==> config.mk <==
export PLATFORM = sky130hd
export DESIGN_NAME = seg7_display_out
export DESIGN_NICKNAME = d
export VERILOG_FILES = /design/src/rtl/seg7_display_out.sv
export SDC_FILE = /design/constraint.sdc
export NUM_CORES = 1
export LEC_CHECK = 0
export CAP_MARGIN = 20
export CORE_ASPECT_RATIO = 0.5
export CORE_MARGIN = 2
export CORE_UTILIZATION = 45
export DETAILED_ROUTE_END_ITERATION = 8
export PLACE_DENSITY = 0.61
export SYNTH_ARGS = -nofsm -noshare
export SYNTH_HDL_FRONTEND = slang
export SYNTH_SLANG_ARGS = --single-unit
==> constraint.sdc <==
create_clock -name fpga_clk -period 6.7 [get_ports fpga_clk]
set_input_delay 1.34 -clock fpga_clk [delete_from_list [all_inputs] [get_ports fpga_clk]]
set_output_delay 1.34 -clock fpga_clk [all_outputs]
set_load 0.1 [all_outputs]
==> src/rtl/seg7_display_out.sv <==
// seg7_display_out: CPU-writable 8-digit multiplexed seven-segment driver.
//   Holds a 32-bit display register that is shown either as 8 hex nibbles or
//   as 8 BCD digits. A decimal write runs a 32-step serial shift-add-3
//   conversion and commits the low 8 digits atomically.
//
//   Optional feature: define SEG7_LZ_BLANK_EN to blank leading zeros of a
//   decimal-committed value (digit 0 always shown), ORed with the blank mask.
//
// Ports:
//   fpga_clk  in   sole clock, rising edge
//   fpga_rst  in   asynchronous active-low reset
//   io_wen    in   write strobe
//   io_addr   in   [1:0] 0 value, 1 mode, 2 blank mask, 3 reserved
//   io_wdata  in   [31:0] write data
//   io_ready  out  write can be accepted (low while converting)
//   seg_en    out  [7:0] active-low one-hot digit enable, bit 0 rightmost
//   seg_out   out  [7:0] active-low segments {dp,g,f,e,d,c,b,a}
module seg7_display_out #(
  parameter int unsigned SCAN_DIV = 100000
) (
  input  logic        fpga_clk,
  input  logic        fpga_rst,
  input  logic        io_wen,
  input  logic [1:0]  io_addr,
  input  logic [31:0] io_wdata,
  output logic        io_ready,
  output logic [7:0]  seg_en,
  output logic [7:0]  seg_out
);

  localparam int unsigned SCAN_W = (SCAN_DIV > 1) ? $clog2(SCAN_DIV) : 1;
  localparam int unsigned ITER_W = 5;
  localparam logic [SCAN_W-1:0] SCAN_LAST = SCAN_W'(SCAN_DIV - 1);
  localparam logic [ITER_W-1:0] ITER_LAST = ITER_W'(31);

`ifdef SEG7_LZ_BLANK_EN
  localparam bit LZ_EN = 1'b1;
`else
  localparam bit LZ_EN = 1'b0;
`endif

  typedef enum logic [1:0] {
    IDLE = 2'd0,
    CONV = 2'd1,
    DONE = 2'd2
  } state_t;

  state_t              state;
  logic [ITER_W-1:0]   iter_cnt;
  logic [31:0]         bin_sr;
  logic [31:0]         bcd_sr;
  logic [31:0]         bcd_adj;
  logic [31:0]         disp;
  logic                disp_dec;
  logic                mode;
  logic [7:0]          mask;
  logic [SCAN_W-1:0]   scan_cnt;
  logic [2:0]          digit_idx;
  logic [7:0]          lz_blank;
  logic [3:0]          cur_nib;
  logic                cur_blank;
  logic                wr_acc;

  // Active-low segment pattern {g,f,e,d,c,b,a} for one hex nibble.
  function automatic logic [6:0] glyph(input logic [3:0] n);
    logic [6:0] g;
    case (n)
      4'h0: g = 7'h40;
      4'h1: g = 7'h79;
      4'h2: g = 7'h24;
      4'h3: g = 7'h30;
      4'h4: g = 7'h19;
      4'h5: g = 7'h12;
      4'h6: g = 7'h02;
      4'h7: g = 7'h78;
      4'h8: g = 7'h00;
      4'h9: g = 7'h10;
      4'hA: g = 7'h08;
      4'hB: g = 7'h03;
      4'hC: g = 7'h46;
      4'hD: g = 7'h21;
      4'hE: g = 7'h06;
      default: g = 7'h0E;
    endcase
    return g;
  endfunction

  // io_ready is high exactly when the FSM sits in IDLE.
  assign wr_acc = io_wen && io_ready;

  // Add-3 correction of every BCD digit >= 5 ahead of the next left shift.
  // Only 8 digits are kept: carries only move upward, so dropping the top
  // digits leaves value mod 10^8 intact.
  always_comb begin
    bcd_adj = bcd_sr;
    for (int k = 0; k < 8; k++) begin
      if (bcd_sr[4*k +: 4] >= 4'd5) begin
        bcd_adj[4*k +: 4] = bcd_sr[4*k +: 4] + 4'd3;
      end
    end
  end

  // Register file, conversion FSM and atomic display commit.
  always_ff @(posedge fpga_clk or negedge fpga_rst) begin
    if (!fpga_rst) begin
      state    <= IDLE;
      io_ready <= 1'b1;
      iter_cnt <= '0;
      bin_sr   <= '0;
      bcd_sr   <= '0;
      disp     <= '0;
      disp_dec <= 1'b0;
      mode     <= 1'b0;
      mask     <= '0;
    end else begin
      case (state)
        IDLE: begin
          if (wr_acc) begin
            case (io_addr)
              2'd0: begin
                if (mode) begin
                  state    <= CONV;
                  io_ready <= 1'b0;
                  bin_sr   <= io_wdata;
                  bcd_sr   <= '0;
                  iter_cnt <= '0;
                end else begin
                  disp     <= io_wdata;
                  disp_dec <= 1'b0;
                end
              end
              2'd1:    mode <= io_wdata[0];
              2'd2:    mask <= io_wdata[7:0];
              default: ;
            endcase
          end
        end
        CONV: begin
          bcd_sr   <= {bcd_adj[30:0], bin_sr[31]};
          bin_sr   <= {bin_sr[30:0], 1'b0};
          iter_cnt <= iter_cnt + ITER_W'(1);
          if (iter_cnt == ITER_LAST) begin
            state <= DONE;
          end
        end
        DONE: begin
          disp     <= bcd_sr;
          disp_dec <= 1'b1;
          io_ready <= 1'b1;
          state    <= IDLE;
        end
        default: begin
          state    <= IDLE;
          io_ready <= 1'b1;
        end
      endcase
    end
  end

  // Leading-zero blank vector: digit i>0 is blanked when it and every digit
  // above it are zero on a decimal-committed value.
  always_comb begin
    logic lead;
    lz_blank = '0;
    lead     = 1'b1;
    for (int i = 7; i >= 1; i--) begin
      lead        = lead && (disp[4*i +: 4] == 4'd0);
      lz_blank[i] = LZ_EN && disp_dec && lead;
    end
  end

  assign cur_nib   = disp[{digit_idx, 2'b00} +: 4];
  assign cur_blank = mask[digit_idx] | lz_blank[digit_idx];

  // Digit dwell counter and registered segment/enable outputs.
  always_ff @(posedge fpga_clk or negedge fpga_rst) begin
    if (!fpga_rst) begin
      scan_cnt  <= '0;
      digit_idx <= '0;
      seg_en    <= 8'hFF;
      seg_out   <= 8'hFF;
    end else begin
      if (scan_cnt == SCAN_LAST) begin
        scan_cnt  <= '0;
        digit_idx <= digit_idx + 3'd1;
      end else begin
        scan_cnt <= scan_cnt + SCAN_W'(1);
      end
      seg_en  <= ~(8'd1 << digit_idx);
      seg_out <= cur_blank ? 8'hFF : {1'b1, glyph(cur_nib)};
    end
  end

endmodule

## After elaboration in Yosys (flattened, before gate mapping)

Memory sizes are Yosys's and may differ from the RTL's.
Index checks and enable logic that the tools add are counted.

| cells by class | value |
|---|---|
| add/subtract/negate cells | 11 |
| order comparisons | 9 |
| eq/ne operators | 11 |
| shift-type cells | 2 |
| muxes and demuxes | 38 |
| bitwise operators | 3 |
| reduce and logical (&&, ||, !) cells | 11 |

Operators by type and width:

| kind | number |
|---|---|
| 2-to-1 mux 32 bit | 9 |
| one-hot mux 32 bit (2 select lines) | 3 |
| greater-or-equal comparator 4 x 3 -> 1 bit, second input constant | 8 |
| variable part select 32 x 6 -> 4 bit | 1 |
| adder 4 x 2 -> 4 bit, second input constant | 7 |
| 2-to-1 mux 4 bit | 7 |
| adder 17 x 1 -> 17 bit, second input constant | 1 |
| equality test 17 bit, second input constant | 1 |
| 2-to-1 mux 17 bit | 1 |
| AND reduction 4 bit | 4 |
| 2-to-1 mux 5 bit | 3 |
| one-hot mux 5 bit (2 select lines) | 1 |
| 2-to-1 mux 2 bit | 4 |
| != test 2 bit, second input constant | 4 |
| inverter 8 bit | 1 |
| left shift 1 x 3 -> 8 bit, first input constant | 1 |
| 2-to-1 mux 7 bit | 1 |
| AND reduction 3 bit | 2 |
| adder 5 x 1 -> 5 bit, second input constant | 1 |
| equality test 5 bit, second input constant | 1 |
| 2-to-1 mux 1 bit | 5 |
| equality test 2 x 1 -> 1 bit, second input constant | 2 |
| equality test 2 bit, second input constant | 2 |
| zero test 2 bit | 2 |
| other kinds (12) | 13 |

| word-level totals | value |
|---|---|
| flip-flop bits (word level) | 149 |
| ROM bits | 120 |
| input bits | 37 |
| output and inout bits | 17 |
| memories | 2 |

Memory list:

| memory | depth | bits a word | rd ports | clocked after memory_dff | wr ports | RTL line | RTL |
|---|---|---|---|---|---|---|---|
| (name not given) | 16 | 7 | 1 | 0 | 0 | 67 | `case (n)` |
| (name not given) | 8 | 1 | 1 | 0 | 0 | 173 | `assign cur_blank = mask[digit_idx] \| lz_blank[digit_idx];` |

## Depth between registers and ports, before layout

Gate-level depths: netlist of the first run.

| logic depth | value |
|---|---|
| depth after elaboration | 4 |
| depth in mapped cells | 9 |
| depth with buffers taken out | 8 |

## Least setup slack after synthesis of the first run

No wires, ideal clock.

| timing path | value |
|---|---|
| kind | in2reg |
| from | in io_addr[0] |
| to | reg bcd_sr[12] |
| library setup time | 0.142 ns |
| data arrival time | 2.669 ns |
| data required time | 6.558 ns |
| slack | 3.889 ns |
| cell stages on the path | 6 |
| buffers on the path | 2 |
| cell sequence | nand4bb_1 -> o21ba_2 -> nor2_1 -> clkbuf_1 -> buf_1 -> o32ai_1 |

| between the ends | value |
|---|---|
| longest elaborated chain between the ends | 3 |

Ends and longest elaborated chain:

| element | RTL line | RTL |
|---|---|---|
| start: declaration | 24 | `input logic [1:0] io_addr,` |
| zero test 2 bit | 119 | `case (io_addr)` |
| != test 2 x 1 -> 1 bit (no source line) | -- |  |
| AND reduction 4 bit (no source line) | -- |  |
| end signal: assignment | 139 | `bcd_sr <= {bcd_adj[30:0], bin_sr[31]};` |
| end: declaration | 51 | `logic [31:0] bcd_sr;` |

Every way passes these cells.
A chain may end at the register's enable or synchronous reset.

## Final worst setup path of the first run

| timing path | value |
|---|---|
| from | in io_addr[0] |
| to | reg bcd_sr[3] |

The elaborated chain is that of the path after synthesis.

==> metrics, run 1 <==
Nets 826; routed length per instance 16.0 um; unrepaired setup endpoints after global routing false; commonest cells in the netlist 134 x nand2_1, 132 x dfrtp_1, 52 x o21ai_0, 48 x nor2_1, 42 x mux2i_1; outcome complete, no violations; top cells by area, synth dfrtp_1 45%, nand2_1 6.8%, dfstp_2 5.7%; dominant synthesized flop cell dfrtp_1; post-DP HPWL 10300 um; first-pass GRT wire length 26800 um; insertion delay to the later sink of the worst-skew pair 0.42 ns; CTS root buffer clkbuf_16; DRT Pass-1 Iters 5; total I/O pin count 54; via count 5334; fin crit period 3.60 ns; Initial Util 0.455; Clock Sinks 148; period utilization 0.538; setup bufs post-CTS 0; async set or reset register ratio after synthesis 1.00; VDD IR-drop max 0.000204 V; PortBufs 52; total of max-cap violations 0; post-synth top area share 0.448; Fmax 277 MHz; CP Class in2reg; Total GRT Usage 0.196; synthesis-stage register bit count 148; cell total after placement 965; number of global-route vias before repair 5229; Area Overhead vs Synth 18.2%; Worst-path clk slew 0.07 ns; CTS tree yes; critical path endpoint category register; die area 17500 um2; clock skew 0.00957 ns; area leader, netlist dfrtp_1; setup TNS 0 ns; most used routing layer met2; CTS H-tree lvls 4; Final Non-Filler Cells 998; M3 GR Usage 0.0359; post_cts resized 0; clock buffer count from CTS 17; mapped cell area 7370 um2; Hold Path Class reg2reg; setup ws final 3.10 ns; syn avg cell area 10.2 um2; design area 8710 um2; Die Width 185 um; largest net degree at the start of global routing 81; GRT Residual Overflow 0; worst-margin pin slew 1.02 ns; Cell Rows 33; PwrDens 469 nW/um2; Initial DRC Count 410; Die H 94.5 um; DR DRC count 0; P_leak 3.73 nW; Core ar. 16200 um2; initial antenna violation count 0; Final setup viols 0; Post-Syn Instances 720; most frequent cell after synthesis nand2_1; final cell utilization of the core 0.538; clock buffer depth 2; drt via density 5.34; placed instance area 8090 um2; critical path launch point type primary input; Filler cells 1442; Total Wirelength 15900 um; Final Hold Fails 0; dpl ws 2.62 ns; critical-path maximum fanout 45; crit path DAT 3.91 ns; YS warnings 0; hold buffer count at cts 0; sequential share of the synthesized area 0.505; antenna diode count 0; share of cells above drive strength 1 0.114; number of flops mapped to enable cells by yosys 0; max-slew violations 0; number of library cell types mapped by synthesis 55; ANT nets after route 0; M1 GR Usage 0.281; Synth Net Count 788; grt met2 use 0.307; max_slew headroom 0.297; Worst EP required 7.01 ns; GP Congestion 0.778
sequential cells by signal (all words and copies together) (netlist names):
register	flops
mask	8
iter_cnt	5
bin_sr	32
state	2
io_ready	1
scan_cnt	17
seg_en	8
digit_idx	3
bcd_sr	32
seg_out	7
disp	32
mode	1
kinds of logic (layout without fill, tap and decap cells):
group	Yosys count	count (layout)	share of synthesized area
buffers and inverters	69	120	0.0379
adder cells (fa/ha/maj)	31	31	0.0526
AND/OR/NAND/NOR	227	227	0.135
multiplexers	62	62	0.0998
flip-flops	148	148	0.505
XOR/XNOR	31	31	0.0368
other	1	1	0.000509
AO/OA/AOI/OAI	151	151	0.132
per-layer routing:
metal,part of all wire,up-vias
li1,-,2599
met1,0.50,2631
met2,0.45,86
met3,0.033,18
met4,0.011,0
met5,0,-
where the power goes:
| part | internal, W | switching (W) | total [W] |
|---|---|---|---|
| Sequential | 0.00128 | 0.000262 | 0.00154 |
| Combinational | 0.000622 | 0.000935 | 0.00156 |
| Clock | 0.000590 | 0.000398 | 0.000989 |
layout by cell type, fill, tap and decap left out, types with 9 or more instances in the layout:
| master | instances |
|---|---|
| a22o_1 | 11 |
| inv_1 | 28 |
| mux2_2 | 12 |
| xnor2_1 | 18 |
| a31oi_1 | 32 |
| clkdlybuf4s50_1 | 51 |
| o21ai_0 | 52 |
| clkbuf_16 | 17 |
| ha_1 | 31 |
| xor2_1 | 13 |
| nor2_1 | 46 |
| mux2i_1 | 42 |
| nand3_1 | 10 |
| o31ai_1 | 9 |
| dfrtp_1 | 132 |
| nand2_1 | 133 |
| dfstp_2 | 16 |
| a21oi_1 | 12 |
critical path: stages:
cell             delay (ns)
clkdlybuf4s50_1        0.45
nand4bb_1              0.24
o21ba_2                0.25
nor2_4                 0.69
buf_4                  0.53
o31ai_1                0.14
a32o_1                 0.22
area by class of cell:
type / count / area (um2) / area share
clock buffer: 18 / 429 / 0.0493
clock inverter: 14 / 175 / 0.0201
inverter: 29 / 109 / 0.0125
multi-input combinational: 503 / 3400 / 0.391
sequential: 148 / 3720 / 0.427
tap: 227 / 284 / 0.0326
timing repair buffer: 59 / 587 / 0.0674
per-stage QoR:
stage | hold WS (ns) | power [W]
after CTS | 0.487 | 0.00410
after global routing | 0.504 | 0.00439
final | 0.482 | 0.00409
after global placement | 0.461 | 0.00304
after floorplan | 0.439 | 0.00269
after detailed placement | 0.472 | 0.00310
worst paths after layout:
check                                         start                      to  slack, ns  cells after the start
setup / recovery                         io_addr[0]   bcd_sr[3]$_DFFE_PN0P_       3.10                      7
hold / removal                  disp[2]$_DFFE_PN0P_     disp[2]$_DFFE_PN0P_       0.48                      2
setup reg to reg           digit_idx[0]$_DFFE_PN0N_    seg_out[0]$_DFF_PN1_       3.65                      5
hold reg to reg                 disp[2]$_DFFE_PN0P_     disp[2]$_DFFE_PN0P_       0.48                      2
max in group asynchronous                  fpga_rst     disp[0]$_DFFE_PN0P_       4.38                      2
min in group asynchronous                  fpga_rst  bin_sr[22]$_DFFE_PN0P_       0.93                      1
Note: power is estimated with default switching activity, not from simulation.
==> run 2: changes to the inputs <==
Clock period 6.7 ns to 3.5 ns, I/O delays scaled along.
==> metrics, run 2 (synthesis gave the netlist of run 1 again) <==
Logic pwr share 0.385 (+0.004); Cell Chain, Critical Path buf_4 > mux4_2 > nand2_1 > nand2_1 > inv_1 > ha_1 > a21boi_0 > a2111oi_0 > a31oi_1; PortBufs 52 (unchanged); Worst-path clk slew 0.06 ns (about the same); clock skew 0.00954 ns (-0.0000325 ns); slowest stage delay, CP 0.73 ns (+0.04 ns); Initial DRC Count 346 (-16%); critical path endpoint category register; first-pass GRT wire length 27300 um (+2.1%); critical-path maximum fanout 10 (-78%); top flop regs bcd_sr: 32 flops, bin_sr: 32 flops, disp: 32 flops; period utilization 0.736; clock buffer depth 2 (unchanged); switch share 0.391 (+0.000602); VDD IR-drop max 0.000463 V (+130%); routed length per instance 16.0 um (about the same); DRT Pass-1 Iters 5 (unchanged); clock buffer count from CTS 17 (unchanged); CTS tree yes; Final Hold Fails 0 (unchanged); grt met2 use 0.308 (+0.00156); Die Width 185 um (unchanged); antenna diode count 0 (unchanged); Final Non-Filler Cells 1008 (+1.0%); GRT Residual Overflow 0 (unchanged); Fmax 388 MHz; fin crit period 2.58 ns; total I/O pin count 54 (unchanged); setup bufs post-CTS 0 (unchanged); setup TNS 0 ns (unchanged); part of the power in registers 0.379 (+0.002); total of max-cap violations 0 (unchanged); Nets 837 (+1.3%); Slowest-stage cell, CP dfrtp_1; commonest cells after routing, fill and taps aside 133 x nand2_1, 132 x dfrtp_1, 52 x o21ai_0, 46 x nor2_1, 42 x mux2i_1; design area 8730 um2 (+0.27%); die area 17500 um2 (unchanged); share of cells above drive strength 1 0.146 (+0.0318); Filler cells 1442 (unchanged); max-slew violations 0 (unchanged); hold buffer count at cts 0 (unchanged); Initial Util 0.455 (unchanged); cell total after placement 977 (+1.2%); post_cts resized 0 (unchanged); Clock Sinks 148 (unchanged); crit path DAT 2.92 ns (-0.99 ns); Reg2Reg Setup Slack 0.92 ns (-2.73 ns); max_slew headroom 0.484 (+0.187); clock power share 0.236 (-0.006); critical path launch point type register; Total Wirelength 16100 um (+0.95%); Total GRT Usage 0.202 (+0.00615); largest net degree at the start of global routing 65 (-20%); Sw Pwr 0.00305 W (+91%); post-DP HPWL 10900 um (+5.9%); drt via density 5.28 (-1.2%); P_int 0.00475 W (+91%); Core ar. 16200 um2 (unchanged); ANT nets after route 0 (unchanged); placed instance area 8150 um2 (+0.77%); M1 GR Usage 0.298 (+0.0169); P_leak 3.78 nW (+1.2%); CTS H-tree lvls 4 (unchanged); PwrDens 893 nW/um2 (+90%); Hold Path Class in2async; unrepaired setup endpoints after global routing false; initial antenna violation count 0 (unchanged); Die H 94.5 um (unchanged); DR DRC count 0 (unchanged); M3 GR Usage 0.0417 (+0.00578); end of the worst register-to-register path seg_out[3]$_DFF_PN1_; Crit Reg-Reg Startpoint digit_idx[0]$_DFFE_PN0N_; CP Class reg2reg; worst-margin pin slew 0.771 ns (-0.253 ns); CP dominant cell by count nand2_1; most used routing layer met2; Final setup viols 0 (unchanged); Cell Rows 33 (unchanged); number of global-route vias before repair 5273 (+0.84%); Reg2Reg Depth 9 (+4); via count 5321 (-0.24%); CTS root buffer clkbuf_16; leading cell type in the layout, fill and taps excluded nand2_1; Worst EP required 3.84 ns (-3.17 ns); outcome complete, no violations; insertion delay to the later sink of the worst-skew pair 0.42 ns (about the same); GP Congestion 0.803 (+3.3%); Area Overhead vs Synth 18.5%
## run 2: cell count changes in the layout (fill, tap and decap cells not counted)
cell             before  now
clkinvlp_4            3    5
buf_4                 6   33
bufinv_16             3    2
inv_6                 4    1
clkbuf_8              0    2
clkdlybuf4s50_1      51   35
clkinv_2              2    1
## run 2: how the worst max path moves through the flow
stage                        startpoint                     end  slack (ns)  depth (start not counted)
2_1_floorplan      io_ready$_DFFE_PN1P_  bcd_sr[12]$_DFFE_PN0P_        1.18                          6
5_1_grt        digit_idx[0]$_DFFE_PN0N_    seg_out[3]$_DFF_PN1_        0.62                          9
6_report       digit_idx[0]$_DFFE_PN0N_    seg_out[3]$_DFF_PN1_        0.92                          9
4_1_cts        digit_idx[0]$_DFFE_PN0N_    seg_out[3]$_DFF_PN1_        0.90                          9
3_5_place_dp                 io_addr[0]  bin_sr[11]$_DFFE_PN0P_        0.75                          8
3_3_place_gp                 io_addr[0]   bin_sr[9]$_DFFE_PN0P_        0.82                          8
## run 2: cell type report
| class | count | area, um2 | area share |
|---|---|---|---|
| clock buffer | 20 | 457 | 0.0523 |
| clock inverter | 11 | 129 | 0.0148 |
| multi-input combinational | 503 | 3400 | 0.390 |
| inverter | 29 | 109 | 0.0125 |
| tap | 227 | 284 | 0.0325 |
| timing repair buffer | 70 | 629 | 0.0721 |
| sequential | 148 | 3720 | 0.426 |
## run 2: routing by layer
metal	share of wire	vias to the layer above
li1	-	2613
met1	0.52	2604
met2	0.44	92
met3	0.035	12
met4	0.0075	0
met5	0	-
## run 2: stage by stage
step	total power (W)	setup slack (ns)	hold WS, ns	utilization
floorplan	0.00516	1.18	0.404	-
global placement	0.00590	0.817	0.453	0.503
detailed placement	0.00599	0.750	0.462	0.503
CTS	0.00785	0.900	0.264	0.540
global route	0.00840	0.624	0.283	0.540
finish	0.00780	0.923	0.259	0.540
## run 2: worst max-delay path: cells and delay by family (launching register included)
kind            cells  cell delay, ns
compound gates      3            0.49
fa+ha+maj           1            0.15
buf+inv             2            0.44
flops               1            0.73
mux                 1            0.49
simple gates        2            0.21
## run 2: power groups by stage
stage	clock (W)	combinational (W)	sequential, W
after floorplan	0	0.00201	0.00315
after global placement	0	0.00293	0.00297
after detailed placement	0	0.00301	0.00298
after CTS	0.00186	0.00303	0.00296
after global routing	0.00195	0.00338	0.00306
final	0.00184	0.00300	0.00296
==> run 3: changes to the inputs <==
Settings changed: PLACE_DENSITY 0.61 to 0.63.
Clock period 3.5 ns to 2.15 ns, I/O delays scaled along.
==> metrics, run 3 (synthesis gave the netlist of run 1 again) <==
outcome finished with violations; violated checks setup timing; Filler cells 1399 (-3.0%); Multi-input gate area 3500 um2 (+2.9%); Initial DRC Count 421 (+22%); via count 5519 (+3.7%); period utilization 1.03 (+0.289); ANT nets after route 0 (unchanged); critical path launch point type register; antenna diode count 0 (unchanged); fin crit period 2.20 ns (-0.372 ns); drt via density 5.34 (+1.1%); P_leak 3.95 nW (+4.6%); Nets 862 (+3.0%); Total Wirelength 16400 um (+1.7%); routed length per instance 15.8 um (-0.85%); DRT Pass-1 Iters 5 (unchanged); CP Class reg2reg; clock buffer depth 2 (unchanged); Worst-path clk slew 0.07 ns (about the same); total I/O pin count 54 (unchanged); DR DRC count 0 (unchanged); design area 9160 um2 (+4.9%); CTS root buffer clkbuf_16; number of global-route vias before repair 5428 (+2.9%); Clock Sinks 148 (unchanged); max-slew violations 0 (unchanged); first-pass GRT wire length 27400 um (+0.45%); Initial Util 0.455 (unchanged); initial antenna violation count 0 (unchanged); Area Overhead vs Synth 24.3%; setup ws final -0.0545 ns (-0.978 ns); slowest stage delay, CP 0.52 ns (-0.21 ns); unrepaired setup endpoints after global routing true; PortBufs 52 (unchanged); top flop regs bcd_sr: 32 flops, bin_sr: 32 flops, disp: 32 flops; Total GRT Usage 0.200 (-0.00211); post-DP HPWL 10800 um (-0.27%); critical-path maximum fanout 7 (-3); critical path endpoint category register; Core ar. 16200 um2 (unchanged); CTS tree yes; crit path DAT 2.51 ns (-0.41 ns); cell total after placement 994 (+1.7%); insertion delay to the later sink of the worst-skew pair 0.42 ns (about the same); die area 17500 um2 (unchanged); Die Width 185 um (unchanged); clock buffer count from CTS 17 (unchanged); Worst EP required 2.46 ns (-1.38 ns); leading cell type in the layout, fill and taps excluded dfrtp_1; register area 3730 um2 (+0.13%); commonest cells after routing, fill and taps aside 131 x dfrtp_1, 129 x nand2_1, 51 x o21ai_0, 46 x nor2_1; GRT Residual Overflow 0 (unchanged); share of cells above drive strength 1 0.195 (+0.0486); largest net degree at the start of global routing 65 (unchanged); clock skew 0.00926 ns (-0.000280 ns); Fmax 454 MHz (+17%); Final Hold Fails 0 (unchanged); total of max-cap violations 0 (unchanged); Slowest-stage cell, CP or4b_1; Min Hold Slack 0.471 ns (+0.212 ns); Cell Rows 33 (unchanged); Cell Chain, Critical Path or4b_1 > or4b_4 > nor4_2 > and3_4 > buf_12 > and2b_2; PwrDens 1430 nW/um2 (+60%); GP Congestion 0.863 (+7.4%); placed instance area 8420 um2 (+3.3%); CTS H-tree lvls 4 (unchanged); VDD IR-drop max 0.000683 V (+47%); Hold Path Class reg2reg; Final setup viols 6 (+6); Final Non-Filler Cells 1034 (+2.6%); Die H 94.5 um (unchanged)
## run 3: changes by cell type in the layout (fill, tap and decap cells not counted), moves of 4 or more
cell | before | now
buf_12 | 1 | 12
buf_4 | 33 | 40
buf_6 | 1 | 7
nand2_1 | 133 | 129
## run 3: final timing paths
path / end / depth (start not counted) / startpoint / slack [ns]
max: scan_cnt[1]$_DFF_PN0_ / 6 / scan_cnt[12]$_DFF_PN0_ / -0.05
min: bin_sr[0]$_DFFE_PN0P_ / 2 / bin_sr[0]$_DFFE_PN0P_ / 0.47
max reg2reg: scan_cnt[1]$_DFF_PN0_ / 6 / scan_cnt[12]$_DFF_PN0_ / -0.05
min reg2reg: bin_sr[0]$_DFFE_PN0P_ / 2 / bin_sr[0]$_DFFE_PN0P_ / 0.47
max in group asynchronous: seg_out[4]$_DFF_PN1_ / 3 / fpga_rst / 1.01
min in group asynchronous: bin_sr[21]$_DFFE_PN0P_ / 2 / fpga_rst / 0.50
## run 3: layer usage
layer / up-vias / track usage / wire [um]
met4: 0 / 0.0509 / 130
met1: 2764 / 0.284 / 8330
li1: 2662 / - / -
met5: - / 0 / 0
met2: 82 / 0.315 / 7420
met3: 11 / 0.0424 / 491
## run 3: repair_timing
action	4_1_cts	5_1_grt
setup buffers	3	4
pin swaps	2	7
hold buffers	1	0
gates resized for setup	2	30
endpoints found under the setup margin	8	17
endpoints found under the hold margin	31	0
## run 3: critical path, delay by kind of cell, from the launching register on
| family | cells | cell delay, ns |
|---|---|---|
| flops | 1 | 0.37 |
| buf+inv | 1 | 0.12 |
| simple gates | 5 | 1.59 |
## run 3: layout make-up
| class | count | area share |
|---|---|---|
| multi-input combinational | 503 | 0.382 |
| clock buffer | 20 | 0.0488 |
| clock inverter | 12 | 0.0117 |
| timing repair buffer | 95 | 0.107 |
| sequential | 148 | 0.407 |
| inverter | 29 | 0.0122 |
| tap | 227 | 0.0310 |
## run 3: metrics by stage
stage                     total power, W  setup TNS (ns)  setup slack [ns]  utilization
after floorplan                  0.00841        -0.00466          -0.00466            -
after detailed placement          0.0100          -0.269           -0.0721        0.520
after global routing              0.0140          -0.914            -0.108        0.566
final                             0.0131          -0.123           -0.0545        0.566
after CTS                         0.0129          -0.172           -0.0612        0.557
after global placement           0.00987         -0.0372           -0.0205        0.520
## run 3: power breakdown
part,switching (W),internal (W)
logic,0.00312,0.00233
registers,0.000811,0.00399
clock network,0.00121,0.00162
total,0.00514,0.00794
